===== src/rtl/ex_muldiv.sv =====
// rtl/ex_muldiv.sv - iterative radix-2 multiply/divide unit with HI/LO registers
module ex_muldiv (
   input  logic        clk,
   input  logic        rst,
   input  logic        start,
   input  logic [1:0]  op,
   input  logic [31:0] rs_val,
   input  logic [31:0] rt_val,
   input  logic        mthi,
   input  logic        mtlo,
   input  logic        rd_hilo,
   input  logic        flush,
   output logic [31:0] hi,
   output logic [31:0] lo,
   output logic        busy,
   output logic        stall_req,
   output logic        done
);
   typedef enum logic [1:0] {IDLE, CALC, FIX} state_t;

   state_t      state_q, state_d;
   logic [5:0]  cnt_q, cnt_d;
   logic [31:0] hi_q, hi_d, lo_q, lo_d;
   logic [31:0] acc_q, acc_d, q_q, q_d, d_q, d_d;
   logic        is_div_q, is_div_d, negq_q, negq_d, negr_q, negr_d, div0_q, div0_d;

   logic        a_neg, b_neg;
   logic [31:0] a_abs, b_abs;
   logic [32:0] mul_sum, div_rem;
   logic        div_ge;
   logic [31:0] div_sub;
   logic [63:0] prod;
   logic [31:0] quo, rem;

   // op[0]=0 selects the signed variants
   assign a_neg = ~op[0] & rs_val[31];
   assign b_neg = ~op[0] & rt_val[31];
   assign a_abs = a_neg ? (~rs_val + 32'd1) : rs_val;
   assign b_abs = b_neg ? (~rt_val + 32'd1) : rt_val;

   // acc_q:q_q is the 64-bit working pair; shifts right for multiply, left for divide
   assign mul_sum = {1'b0, acc_q} + (q_q[0] ? {1'b0, d_q} : 33'd0);
   assign div_rem = {acc_q, q_q[31]};
   assign div_ge  = div_rem >= {1'b0, d_q};
   assign div_sub = div_rem[31:0] - d_q;

   assign prod = negq_q ? (~{acc_q, q_q} + 64'd1) : {acc_q, q_q};
   assign quo  = div0_q ? 32'hFFFF_FFFF : (negq_q ? (~q_q + 32'd1) : q_q);
   assign rem  = negr_q ? (~acc_q + 32'd1) : acc_q;

   always_comb begin
      state_d  = state_q;
      cnt_d    = cnt_q;
      hi_d     = hi_q;
      lo_d     = lo_q;
      acc_d    = acc_q;
      q_d      = q_q;
      d_d      = d_q;
      is_div_d = is_div_q;
      negq_d   = negq_q;
      negr_d   = negr_q;
      div0_d   = div0_q;
      case (state_q)
         IDLE: begin
            if (start && !flush) begin
               acc_d    = '0;
               q_d      = a_abs;
               d_d      = b_abs;
               is_div_d = op[1];
               negq_d   = a_neg ^ b_neg;
               negr_d   = a_neg;
               div0_d   = op[1] & (rt_val == 32'd0);
               cnt_d    = '0;
               state_d  = CALC;
            end else if (!start) begin
               if (mthi) hi_d = rs_val;
               if (mtlo) lo_d = rs_val;
            end
         end
         CALC: begin
            if (is_div_q) begin
               acc_d = div_ge ? div_sub : div_rem[31:0];
               q_d   = {q_q[30:0], div_ge};
            end else begin
               acc_d = mul_sum[32:1];
               q_d   = {mul_sum[0], q_q[31:1]};
            end
            cnt_d = cnt_q + 6'd1;
            if (cnt_q == 6'd31) state_d = FIX;
         end
         FIX: begin
            if (!flush) begin
               hi_d = is_div_q ? rem : prod[63:32];
               lo_d = is_div_q ? quo : prod[31:0];
            end
            state_d = IDLE;
         end
         default: state_d = IDLE;
      endcase
      if (flush) state_d = IDLE;
   end

   always_ff @(posedge clk or negedge rst) begin
      if (!rst) begin
         state_q  <= IDLE;
         cnt_q    <= '0;
         hi_q     <= '0;
         lo_q     <= '0;
         acc_q    <= '0;
         q_q      <= '0;
         d_q      <= '0;
         is_div_q <= 1'b0;
         negq_q   <= 1'b0;
         negr_q   <= 1'b0;
         div0_q   <= 1'b0;
      end else begin
         state_q  <= state_d;
         cnt_q    <= cnt_d;
         hi_q     <= hi_d;
         lo_q     <= lo_d;
         acc_q    <= acc_d;
         q_q      <= q_d;
         d_q      <= d_d;
         is_div_q <= is_div_d;
         negq_q   <= negq_d;
         negr_q   <= negr_d;
         div0_q   <= div0_d;
      end
   end

   assign hi        = hi_q;
   assign lo        = lo_q;
   assign busy      = (state_q != IDLE);
   assign done      = (state_q == FIX) & ~flush;
   assign stall_req = busy & (start | rd_hilo | mthi | mtlo);
endmodule

===== config.mk =====
export PLATFORM = sky130hd
export DESIGN_NAME = ex_muldiv
export DESIGN_NICKNAME = d
export VERILOG_FILES = /design/src/rtl/ex_muldiv.sv
export SDC_FILE = /design/constraint.sdc
export NUM_CORES = 1
export LEC_CHECK = 0
export BUFFER_PORTS_ARGS = -buffer_cell sky130_fd_sc_hd__buf_2
export CORE_AREA = 2 2 197 199
export CTS_BUF_LIST = sky130_fd_sc_hd__clkbuf_8
export DETAILED_ROUTE_END_ITERATION = 10
export DIE_AREA = 0 0 199 201
export PLACE_DENSITY = 0.6
export SETUP_SLACK_MARGIN = 0.5
export SYNTH_ARGS = -nofsm -noshare
export SYNTH_HDL_FRONTEND = slang
export SYNTH_SLANG_ARGS = --single-unit

===== constraint.sdc =====
create_clock -name clk -period 10.02 [get_ports clk]
set_clock_uncertainty 0.05 [all_clocks]
set_input_delay 0.501 -clock clk [delete_from_list [all_inputs] [get_ports clk]]
set_output_delay 0.501 -clock clk [all_outputs]
set_load 0.01 [all_outputs]

## Word-level counts from Yosys, hierarchy flattened

Cells that the tools add are included.

| word-level totals | value |
|---|---|
| bits in registers | 172 |

| cells by class | value |
|---|---|
| reductions and logical operators | 12 |
| $add $sub $neg | 8 |
| bitwise gates (word level) | 16 |
| equality and inequality tests | 11 |
| multiplexer cells | 32 |
| $lt $le $gt $ge | 1 |

Operator list:

| cell | count |
|---|---|
| $mux W32 | 21 |
| $pmux W32 S2 | 4 |
| $add A32 B1 Y32 const B | 4 |
| $not A32 Y32 | 4 |
| $add A64 B1 Y64 const B | 1 |
| $mux W64 | 1 |
| $not A64 Y64 | 1 |
| $add A32 B32 Y33 | 1 |
| $ge A33 B32 Y1 | 1 |
| $logic_not A32 Y1 | 1 |
| $sub A32 B32 Y32 | 1 |
| $ne A2 B2 Y1 const B | 6 |
| $pmux W6 S2 | 1 |
| $reduce_and A5 Y1 | 2 |
| $add A6 B1 Y6 const B | 1 |
| $eq A6 B5 Y1 const B | 1 |
| $mux W2 | 3 |
| $mux W6 | 1 |
| $ne A3 B3 Y1 const B | 2 |
| $reduce_and A2 Y1 | 3 |
| $reduce_bool A2 Y1 | 3 |
| $and A1 B1 Y1 | 5 |
| $pmux W2 S2 | 1 |
| $or A1 B1 Y1 | 3 |
| 7 further kinds | 8 |

## Depth between registers and ports, before layout

Gate-level depths: netlist (run 1).

| depth | value |
|---|---|
| word-level depth | 7 |
| gate-level depth with buffers | 15 |
| mapped depth without buffers | 14 |

## Least setup slack after synthesis (run 1)

Ideal clock, no wire load.

| timing path | value |
|---|---|
| path kind | register to register |
| from | register q_q[12] |
| to | register hi_q[25], in the netlist hi[25] |
| slack | 6323 ps |
| arrival | 3551 ps |
| required time | 9875 ps |
| buffers on the path | 1 |
| cell stages (with the launch flop) | 12 |
| period minus slack after synthesis | 3697 ps |
| path through | dfrtp_1 buf_6 or4_4 or4_4 or4_4 or4_4 and2_4 or3_4 o41ai_2 xnor2_1 nor2_1 o31ai_1 |

| on the way | value |
|---|---|
| longest elaborated chain between the ends | 6 |

Ends and longest elaborated chain:

| element | line | text |
|---|---|---|
| start, declared | 24 | `logic [31:0] acc_q, acc_d, q_q, q_d, d_q, d_d;` |
| start signal, assigned | 122 | `q_q <= q_d;` |
| $not A64 Y64 | 47 | `assign prod = negq_q ? (~{acc_q, q_q} + 64'd1) : {acc_q, q_q};` |
| $add A64 B1 Y64 | 47 |  |
| $mux W64 | 47 |  |
| $mux W32 | 93 | `hi_d = is_div_q ? rem : prod[63:32];` |
| $mux W32 | 92 | `if (!flush) begin` |
| $pmux W32 S2 | 63 | `case (state_q)` |
| end signal, assigned | 119 | `hi_q <= hi_d;` |
| end, declared | 23 | `logic [31:0] hi_q, hi_d, lo_q, lo_d;` |

Every way passes these cells. The select of a mux whose other input is x is not followed.
A chain may end at the register's enable or synchronous reset.

## Final worst setup path (run 1)

| timing path | value |
|---|---|
| from | register q_q[0] |
| to | register hi_q[28], in the netlist hi[28] |

Same word-level chain as after synthesis.

==> flow_metrics.env, run 1 <==
export IMPL_grt_max_degree=103
export IMPL_critPathArrivalTime_ns=4.96
export IMPL_die_h_um=201
export IMPL_slew_headroom_pct=24.70
export IMPL_setup_viol=0
export IMPL_worstSetupStartpoint="q_q[0]$_DFFE_PN0P_"
export IMPL_postSynthAreaPerCell_um2=7.822
export IMPL_vias_per_cell=5.738
export IMPL_hp_class="input port to asynchronous set/reset pin"
export IMPL_io_buffer_count=139
export IMPL_total_power_mw=4.256
export IMPL_period_needed_ns=4.575
export IMPL_synth_fp_nets=1972
export IMPL_start_util_pct=37.52
export IMPL_fin_crit_sh_pct=45.66
export IMPL_tns_ns=0
export IMPL_overflow=0
export IMPL_drc_errors=0
export IMPL_combPwrFrac_pct=58.2
export IMPL_setup_worst_path_start_class="register"
export IMPL_postRouteAntennaNets=0
export IMPL_routabilityCongestion=0.9188
export IMPL_fin_nets=2036
export IMPL_grt_pass1_vias=13220
export IMPL_required_ns=10.41
export IMPL_p_switching_mw=2.141
export IMPL_fmax_ghz=0.2186
export IMPL_grt_usage_pct=23.72
export IMPL_cts_setup_buffers=0
export IMPL_drv_slew=0
export IMPL_cts_buffers=17
export IMPL_hold_viol=0
export IMPL_pwr_share_seq_pct=28.8
export IMPL_crit_type="register to register"
export IMPL_crit_path_end_kind="register"
export IMPL_cts_resized=0
export IMPL_ios=140
export IMPL_synth_edf_count=0
export IMPL_first_pass_iters=5
export IMPL_wl_um=47320
export IMPL_root_buffer="clkbuf_8"
export IMPL_synth_cell_types=71
export IMPL_coreArea_um2=38110
export IMPL_grt_setup_unrepaired="false"
export IMPL_cpMostUsedCell="nand3b_1"
export IMPL_grt_pass1_wl_um=74640
export IMPL_clk_path_buf_depth=2
export IMPL_synth_area_um2=14300
export IMPL_status="finished clean"
export IMPL_dieArea_um2=40000
export IMPL_crit_path_max_fanout=32
export IMPL_slowest_delay_ns=0.81
export IMPL_irDropWorstVdd_mv=0.1039
export IMPL_r2r_start="q_q[0]$_DFFE_PN0P_"
export IMPL_drive_gt1_share_pct=11.60
export IMPL_wl_per_cell_um=19.53
export IMPL_p_int_mw=2.115
export IMPL_dpl_hpwl_um=35430
export IMPL_clk_latency_ns=0.52
export IMPL_num_vias=13900
export IMPL_syn_inst=1828
export IMPL_chipWidth_um=199
export IMPL_swShare_pct=50.31
export IMPL_area_delta_synth_final_pct=10.44
export IMPL_power_frac_clock_pct=13.0
export IMPL_clkSlewWorstSetupHoldPaths_ns=0.11
export IMPL_power_density_nw_per_um2=269.5
export IMPL_crit_chain="inv_1, ha_1, nand3b_1, nand3b_1, or4_2, or3_1, o21ai_1, o21ai_0, xor2_1, nand2_1, a21oi_1"
export IMPL_antenna_found_initial=0
export IMPL_cts_tree="built"
export IMPL_slowest_stage="inv_1"
export IMPL_rows=72
export IMPL_p_leak_nw=6.822
export IMPL_ys_ff_latch=172
export IMPL_cts_max_level=4
export IMPL_async_reset_ff_share_pct=100.0
export IMPL_synth_ff_type="dfrtp_1"
export IMPL_hold_buffers=0
export IMPL_antenna_cells=0
export IMPL_drt_initial_drc_count=990
export IMPL_yosys_warnings=0
export IMPL_fillers=4003
export IMPL_seq_area_frac_synth_pct=30.10
export IMPL_worst_slew_pin_slew_ns=1.125
export IMPL_cts_num_sinks=172
export IMPL_max_cap_violations=0
## synth_stat cells, drive strengths merged (18+ instances only)
| cell | number | area [µm²] |
|---|---|---|
| nor3 | 39 | 195.2 |
| o22ai | 30 | 187.7 |
| or3 | 30 | 195.2 |
| xor2 | 65 | 569.3 |
| nand2 | 212 | 795.8 |
| o31ai | 29 | 217.7 |
| dfrtp | 172 | 4304 |
| a21oi | 138 | 690.7 |
| xnor2 | 101 | 884.6 |
| mux2i | 41 | 410.4 |
| ha | 69 | 863.3 |
| nor4 | 18 | 112.6 |
| clkbuf | 95 | 356.6 |
| a21o | 29 | 217.7 |
| inv | 63 | 236.5 |
| a31oi | 20 | 125.1 |
| nand3 | 33 | 165.2 |
| o21ai | 216 | 1081 |
| nor2 | 152 | 570.6 |
| o211ai | 42 | 315.3 |
## kinds of logic after synthesis
| group | count (synthesis) | share of synthesized area (%) |
|---|---|---|
| AND/OR/NAND/NOR | 583 | 19.03 |
| adder cells (fa/ha/maj) | 71 | 6.318 |
| XOR/XNOR | 166 | 10.17 |
| multiplexers | 41 | 2.870 |
| AO/OA/AOI/OAI | 621 | 26.82 |
| flip-flops | 172 | 30.10 |
| buffers and inverters | 174 | 4.690 |
## through the flow
| stage | instances | instance area (µm²) | hold WS, ns | worst slack (ns) | utilization, % |
|---|---|---|---|---|---|
| floorplan | 1828 | 14300 | 0.1554 | 6.323 | - |
| CTS | 2423 | 15790 | 0.08275 | 5.460 | 41.44 |
| global route | 2423 | 15790 | 0.1239 | 5.126 | 41.44 |
| global placement | 2391 | 15370 | 0.4066 | 5.607 | 40.33 |
| detailed placement | 2391 | 15370 | 0.4109 | 5.487 | 40.33 |
| finish | 2423 | 15790 | 0.04304 | 5.445 | 41.44 |
## registers in the layout (all words and copies together) (netlist names)
register,count
q_q,32
acc_q,32
hi,32
d_q,32
negr_q,1
state_q,2
div0_q,1
is_div_q,1
lo,32
cnt_q,6
negq_q,1
## power groups by stage
| stage | sequential (mW) | clock [mW] | combinational (mW) |
|---|---|---|---|
| finish | 1.23 | 0.552 | 2.48 |
| global route | 1.26 | 0.584 | 2.75 |
| CTS | 1.21 | 0.563 | 2.45 |
| detailed placement | 1.23 | 0 | 2.44 |
| global placement | 1.22 | 0 | 2.43 |
| floorplan | 1.10 | 0 | 1.83 |
## cells in the final DEF (no fill, tap or decap), drive strengths merged, types with 5 or more instances in the layout
cell / netlist / layout
nand2b: 17 / 17
buf: 16 / 156
clkbuf: 95 / 18
or2: 11 / 11
nor2: 152 / 152
and4: 6 / 6
nor3b: 6 / 6
o221ai: 10 / 10
dfrtp: 172 / 172
nor2b: 13 / 13
a211o: 5 / 5
nand2: 212 / 212
mux2i: 41 / 41
ha: 69 / 69
nand3b: 6 / 6
o21ai: 216 / 216
nor3: 39 / 39
o41ai: 13 / 13
nor4: 18 / 18
o22ai: 30 / 30
a22o: 7 / 7
clkinv: 0 / 5
o21bai: 7 / 7
a21oi: 138 / 138
or3: 30 / 30
a22oi: 8 / 8
o211ai: 42 / 42
inv: 63 / 69
nand4: 12 / 12
a21o: 29 / 29
nand3: 33 / 33
and3: 10 / 10
o21a: 12 / 12
or4: 11 / 11
o31ai: 29 / 29
a211oi: 16 / 16
a31oi: 20 / 20
xnor2: 101 / 101
xor2: 65 / 65
and2: 5 / 5
## worst paths after layout
kind | endpoint | cells past startpoint | slack (ns)
min in group clk | is_div_q$_DFFE_PN0P_ | 3 | 0.17
min reg2reg | lo[8]$_DFFE_PN0P_ | 1 | 0.43
max | hi[28]$_DFFE_PN0P_ | 11 | 5.45
min | lo[5]$_DFFE_PN0P_ | 1 | 0.04
max in group asynchronous | hi[20]$_DFFE_PN0P_ | 2 | 8.26
max reg2reg | hi[28]$_DFFE_PN0P_ | 11 | 5.45
## per-layer routing
metal  track usage [%]  part of all wire [%]  vias to the layer above
met5            0.9877                  0.10                        -
met4             8.022                   2.6                        2
li1                  -                     -                     6720
met2             36.53                    44                      527
met3             3.948                   7.0                       64
met1             33.48                    46                     6589
## critical path: cells and delay by family (launching register included)
family	cells	cell delay, ns
and+or+nand+nor	5	1.77
xor gates and xnor gates	1	0.17
buffers and inverters	1	0.81
AOI/OAI and AO/OA	3	0.86
DFF	1	0.48
adders and majority gates	1	0.37
## cell type report
class,count,area (µm²),share of cell area [%]
Sequential cell,172,4305,27.26
Clock buffer,18,247.7,1.569
Clock inverter,14,176.4,1.117
Timing Repair Buffer,156,829.5,5.253
Tap cell,518,648.1,4.104
Multi-Input combinational cell,1482,9348,59.20
Inverter,63,236.5,1.498
Power figures use the tool's default switching activity.
==> inputs of run 2 (changes only) <==
--- a/config.mk
+++ b/config.mk
@@ -10,7 +10,7 @@
 export CTS_BUF_LIST = sky130_fd_sc_hd__clkbuf_8
 export DETAILED_ROUTE_END_ITERATION = 10
 export DIE_AREA = 0 0 199 201
-export PLACE_DENSITY = 0.6
+export PLACE_DENSITY = 0.62
 export SETUP_SLACK_MARGIN = 0.5
 export SYNTH_ARGS = -nofsm -noshare
 export SYNTH_HDL_FRONTEND = slang
==> constraint.sdc (replaced) <==
create_clock -name clk -period 3.9 [get_ports clk]
set_clock_uncertainty 0.05 [all_clocks]
set_input_delay 0.195 -clock clk [delete_from_list [all_inputs] [get_ports clk]]
set_output_delay 0.195 -clock clk [all_outputs]
set_load 0.01 [all_outputs]
==> run 2 against run 1 <==
Effect of this change: maximum frequency increased by 22%; global-route usage increased by 0.56 points; routed wire length increased by 5.5%; power increased to 2.8 times the previous value; sequential cell count unchanged; clock power increased to 2.6 times the previous value; critical path depth decreased by 1; final area increased by 13%; combinational power increased to 3.1 times the previous value.
==> flow_metrics.env, run 2 (synthesized netlist as in run 1, its figures left out) <==
export IMPL_setup_viol=0
export IMPL_final_cell_mix="209 x nand2_1, 179 x o21ai_0, 166 x dfrtp_1"
export IMPL_routabilityCongestion=0.9342
export IMPL_crit_type="register to register"
export IMPL_p_leak_nw=7.634
export IMPL_ff2ff_path_depth=10
export IMPL_power_density_nw_per_um2=676.9
export IMPL_dpl_hpwl_um=36520
export IMPL_path_buf_inv=0
export IMPL_r2r_start="q_q[14]$_DFFE_PN0P_"
export IMPL_num_vias=14630
export IMPL_critical_path_top_delay_family="simple AND/OR/NAND/NOR gates"
export IMPL_chipWidth_um=199
export IMPL_antenna_cells=0
export IMPL_crit_path_max_fanout=3
export IMPL_required_ns=4.26
export IMPL_drc_errors=0
export IMPL_cts_buffers=17
export IMPL_worstSetupStartpoint="q_q[14]$_DFFE_PN0P_"
export IMPL_wl_um=49920
export IMPL_fmax_ghz=0.2663
export IMPL_grt_setup_unrepaired="true"
export IMPL_fin_crit_sh_pct=96.28
export IMPL_max_cap_violations=0
export IMPL_vias_per_cell=5.692
export IMPL_first_pass_iters=5
export IMPL_clk_latency_ns=0.51
export IMPL_cts_max_level=4
export IMPL_drive_gt1_share_pct=20.02
export IMPL_postRouteAntennaNets=0
export IMPL_grt_usage_pct=24.28
export IMPL_min_delay_start="rs_val[26]"
export IMPL_area_delta_synth_final_pct=24.29
export IMPL_crit_path_end_kind="register"
export IMPL_crit_chain="or4_4, or4_4, or4_4, or4_4, and2_4, or3_4, o41ai_4, xnor2_1, nor2_1, o31ai_1"
export IMPL_wl_per_cell_um=19.42
export IMPL_instances_no_fill=2571
export IMPL_cpMostUsedCell="or4_4"
export IMPL_overflow=0
export IMPL_die_h_um=201
export IMPL_hp_class="input port to register"
export IMPL_antenna_found_initial=0
export IMPL_fin_nets=2184
export IMPL_dieArea_um2=40000
export IMPL_period_needed_ns=3.755
export IMPL_slowest_stage="or4_4"
export IMPL_slew_headroom_pct=22.31
export IMPL_cts_num_sinks=172
export IMPL_rows=72
export IMPL_clk_path_buf_depth=2
export IMPL_regToRegSetupSlack_ns=0.15
export IMPL_drt_initial_drc_count=1162
export IMPL_grt_max_degree=78
export IMPL_irDropWorstVdd_mv=0.3391
export IMPL_slowest_delay_ns=0.55
export IMPL_clkSlewWorstSetupHoldPaths_ns=0.10
export IMPL_crit_reg2reg_capture="hi[19]$_DFFE_PN0P_"
export IMPL_drv_slew=0
export IMPL_grt_pass1_wl_um=76670
export IMPL_grt_pass1_vias=13770
export IMPL_hold_viol=0
export IMPL_placed_cells=2447
export IMPL_start_util_pct=37.52
export IMPL_root_buffer="clkbuf_8"
export IMPL_tns_ns=0
export IMPL_worstSetupEndpoint="hi[19]$_DFFE_PN0P_"
export IMPL_cts_tree="built"
export IMPL_io_buffer_count=139
export IMPL_layout_commonest_cell="nand2_1"
export IMPL_crit_cells=10
export IMPL_critPathArrivalTime_ns=4.12
export IMPL_setup_worst_path_start_class="register"
export IMPL_status="finished clean"
export IMPL_ios=140
export IMPL_coreArea_um2=38110
export IMPL_worst_slew_pin_slew_ns=1.163
run 2: changes by cell type in the layout (fill, tap and decap cells not counted), sizes merged:
cell | before | now
bufinv | 2 | 3
clkbuf | 18 | 19
o21a | 12 | 13
dlygate4sd3 | 0 | 51
inv | 69 | 68
buf | 156 | 251
run 2: worst min-delay path by stage:
| stage | to | slack, ns | cells past startpoint |
|---|---|---|---|
| after floorplan | acc_q[0]$_DFFE_PN0P_ | -0.15 | 0 |
| after global placement | lo[10]$_DFFE_PN0P_ | 0.16 | 1 |
| after detailed placement | lo[10]$_DFFE_PN0P_ | 0.16 | 1 |
| after CTS | hi[24]$_DFFE_PN0P_ | 0.003 | 3 |
| after global routing | lo[26]$_DFFE_PN0P_ | 0.02 | 3 |
| final | lo[26]$_DFFE_PN0P_ | 0.03 | 3 |
run 2: power by group:
group / switching (mW) / leakage, nW / internal, mW / total (mW)
Combinational: 4.33 / 5.30 / 3.27 / 7.60
Clock: 0.782 / 0.221 / 0.668 / 1.45
Sequential: 0.704 / 2.11 / 2.28 / 2.98
run 2: worst reg2reg max path: cells and delay by family, from the launching register on:
family	cells	cell delay, ns
and+or+nand+nor	7	2.58
AOI/OAI and AO/OA	2	0.49
DFF	1	0.39
xor gates and xnor gates	1	0.16
run 2: metrics by stage:
step	setup slack, ns	area (µm²)	total power [mW]	hold slack [ns]	util (%)
2_1_floorplan	0.2772	14310	7.519	-0.1506	-
3_3_place_gp	0.1712	15840	9.570	0.1622	41.56
3_5_place_dp	0.1487	15840	9.634	0.1624	41.56
4_1_cts	0.1917	17030	11.27	0.002740	44.68
5_1_grt	0.04891	17770	12.85	0.01941	46.64
6_report	0.1450	17770	12.03	0.02826	46.64
run 2: metal layers:
layer | GRT usage (%) | routed length, µm | vias up
met2 | 38.71 | 23030 | 539
met1 | 34.28 | 22310 | 6994
li1 | - | - | 7047
met4 | 6.930 | 1054 | 0
met5 | 0 | 0 | -
met3 | 3.209 | 3522 | 53
run 2: timing repair:
action / CTS / global route
endpoints found under the hold margin: 109 / 0
resized for setup: 38 / 128
pin swaps: 29 / 63
endpoints found under the setup margin: 41 / 59
hold buffers: 51 / 0
gates cloned: 1 / 1
setup buffers: 11 / 28
run 2: final cells by class:
class                           instances  area, µm²
Fill cell                            3843      20330
Timing Repair Buffer                  303       2191
Clock inverter                         14      187.7
Multi-Input combinational cell       1483       9945
Clock buffer                           18      247.7
Inverter                               63      241.5
Tap cell                              518      648.1
Sequential cell                       172       4312
==> inputs of run 3 (changes only) <==
--- a/config.mk
+++ b/config.mk
@@ -6,11 +6,13 @@
 export NUM_CORES = 1
 export LEC_CHECK = 0
 export BUFFER_PORTS_ARGS = -buffer_cell sky130_fd_sc_hd__buf_2
+export CELL_PAD_IN_SITES_DETAIL_PLACEMENT = 1
+export CELL_PAD_IN_SITES_GLOBAL_PLACEMENT = 1
 export CORE_AREA = 2 2 197 199
 export CTS_BUF_LIST = sky130_fd_sc_hd__clkbuf_8
 export DETAILED_ROUTE_END_ITERATION = 10
 export DIE_AREA = 0 0 199 201
-export PLACE_DENSITY = 0.62
+export PLACE_DENSITY = 0.75
 export SETUP_SLACK_MARGIN = 0.5
 export SYNTH_ARGS = -nofsm -noshare
 export SYNTH_HDL_FRONTEND = slang
==> constraint.sdc (replaced) <==
create_clock -name clk -period 4.1 [get_ports clk]
set_clock_uncertainty 0.05 [all_clocks]
set_input_delay 0.205 -clock clk [delete_from_list [all_inputs] [get_ports clk]]
set_output_delay 0.205 -clock clk [all_outputs]
set_load 0.01 [all_outputs]
==> run 3 against run 2 <==
Effect of this change: clock-buffer cell count is 2 higher; die area is the same; critical path depth is 1 higher; first-iteration DRC count shrank 25%; routed wire length is 9.4% higher; register-to-register slack better by 0.20 ns; maximum frequency hardly changed; sequential power down 5%; power decreased by 7.7%.
==> flow_metrics.env, run 3 (synthesized netlist as in run 1, its figures left out) <==
export IMPL_place_ws_ns=0.2389
export IMPL_grt_setup_unrepaired="true"
export IMPL_worst_slack_ns=0.3438
export IMPL_min_to="d_q[18]$_DFFE_PN0P_"
export IMPL_clk_path_buf_depth=2
export IMPL_area_delta_synth_final_pct=17.95
export IMPL_status="finished clean"
export IMPL_cts_tree="built"
export IMPL_drv_slew=0
export IMPL_grt_use_met1_pct=35.27
export IMPL_multiInputGateArea_um2=9557
export IMPL_grt_pass1_vias=15350
export IMPL_dpl_hpwl_um=41220
export IMPL_tns_ns=0
export IMPL_grt_busiest_layer="met2"
export IMPL_max_cap_violations=0
export IMPL_drive_gt1_share_pct=16.02
export IMPL_power_density_nw_per_um2=658.4
export IMPL_fin_nets=2135
export IMPL_cts_num_sinks=172
export IMPL_critPathArrivalTime_ns=4.14
export IMPL_hold_depth=3
export IMPL_fillers=4734
export IMPL_gr_usage_met3_pct=3.411
export IMPL_irDropWorstVdd_mv=0.3349
export IMPL_regToRegSetupSlack_ns=0.34
export IMPL_wl_um=54610
export IMPL_io_buffer_count=139
export IMPL_fmax_ghz=0.2662
export IMPL_first_pass_iters=5
export IMPL_chipWidth_um=199
export IMPL_setup_viol=0
export IMPL_crit_type="register to register"
export IMPL_p_leak_nw=7.328
export IMPL_hp_class="input port to register"
export IMPL_crit_reg2reg_capture="hi[17]$_DFFE_PN0P_"
export IMPL_dieArea_um2=40000
export IMPL_coreArea_um2=38110
export IMPL_antenna_found_initial=0
export IMPL_start_util_pct=37.52
export IMPL_layout_commonest_cell="nand2_1"
export IMPL_clkSlewWorstSetupHoldPaths_ns=0.11
export IMPL_drc_errors=0
export IMPL_postRouteAntennaNets=0
export IMPL_grt_max_degree=76
export IMPL_placed_cell_area_um2=15790
export IMPL_cts_max_level=4
export IMPL_wl_per_cell_um=21.65
export IMPL_hold_viol=0
export IMPL_required_ns=4.49
export IMPL_antenna_cells=0
export IMPL_regArea_um2=4309
export IMPL_grt_pass1_wl_um=85600
export IMPL_overflow=0
export IMPL_vias_per_cell=5.853
export IMPL_r2r_start="q_q[14]$_DFFE_PN0P_"
export IMPL_setup_worst_path_start_class="register"
export IMPL_finalInstanceArea_um2=16860
export IMPL_crit_path_end_kind="register"
export IMPL_clk_latency_ns=0.53
export IMPL_die_h_um=201
export IMPL_slew_headroom_pct=30.85
export IMPL_total_power_mw=11.10
export IMPL_root_buffer="clkbuf_8"
export IMPL_grt_usage_pct=27.31
export IMPL_routabilityCongestion=0.9075
export IMPL_cts_buffers=17
export IMPL_ios=140
export IMPL_worst_slew_pin_slew_ns=1.033
export IMPL_grt_use_met2_pct=46.98
export IMPL_num_vias=14760
export IMPL_drt_initial_drc_count=870
export IMPL_final_cell_mix="212 x nand2_1, 202 x o21ai_0, 168 x dfrtp_1"
export IMPL_ff2ff_path_depth=11
export IMPL_rows=72
export IMPL_fin_crit_sh_pct=91.61
export IMPL_min_delay_start="rt_val[18]"
export IMPL_period_needed_ns=3.756
export IMPL_crit_path_max_fanout=4
[run 3: timing repair]
action,in CTS,in global routing
hold buffers,32,0
pin swaps,2,16
setup endpoints to repair,24,37
hold endpoints to repair,100,0
setup buffers,8,8
resized for setup,10,46
[run 3: cell type report]
class / count / area share [%]
multi-input combinational: 1482 / 56.67
clock buffer: 20 / 1.632
inverter: 63 / 1.402
timing repair buffer: 255 / 9.971
tap: 518 / 3.843
sequential: 172 / 25.55
clock inverter: 12 / 0.9348
[run 3: worst max path at each step]
stage	start	to
final	q_q[14]$_DFFE_PN0P_	hi[17]$_DFFE_PN0P_
after global routing	q_q[14]$_DFFE_PN0P_	hi[19]$_DFFE_PN0P_
after CTS	q_q[14]$_DFFE_PN0P_	hi[19]$_DFFE_PN0P_
after detailed placement	q_q[14]$_DFFE_PN0P_	hi[25]$_DFFE_PN0P_
after global placement	q_q[14]$_DFFE_PN0P_	hi[25]$_DFFE_PN0P_
after floorplan	q_q[12]$_DFFE_PN0P_	hi[19]$_DFFE_PN0P_
[run 3: routing by layer]
metal  vias to the layer above  share of wire [%]
li1                       6914                  -
met1                      7383                 44
met2                       388                 49
met3                        76                4.1
met4                         0                2.7
met5                         -                  0
[run 3: power breakdown]
| part | internal [mW] | switching [mW] |
|---|---|---|
| clock network | 0.657 | 0.733 |
| registers | 2.17 | 0.651 |
| logic | 2.79 | 4.10 |
[run 3: critical path, cell delays in order, from the launching register on]
cell and delay [ns]:
dfrtp_1 0.41, or4_4 0.55, or4_4 0.45, or4_4 0.46, or4_4 0.47, and2_4 0.19, or3_4 0.40, buf_4 0.15
o21ai_2 0.12, xnor2_1 0.14, nor2_1 0.07, o31ai_1 0.22
[run 3: stage by stage]
step / hold WS [ns] / cells / utilization, %
finish: 0.004560 / 2522 / 44.26
global route: 0.01316 / 2522 / 44.26
floorplan: -0.1406 / 1828 / -
global placement: 0.2212 / 2442 / 41.42
detailed placement: 0.2204 / 2442 / 41.42
CTS: 0.00001149 / 2514 / 43.68
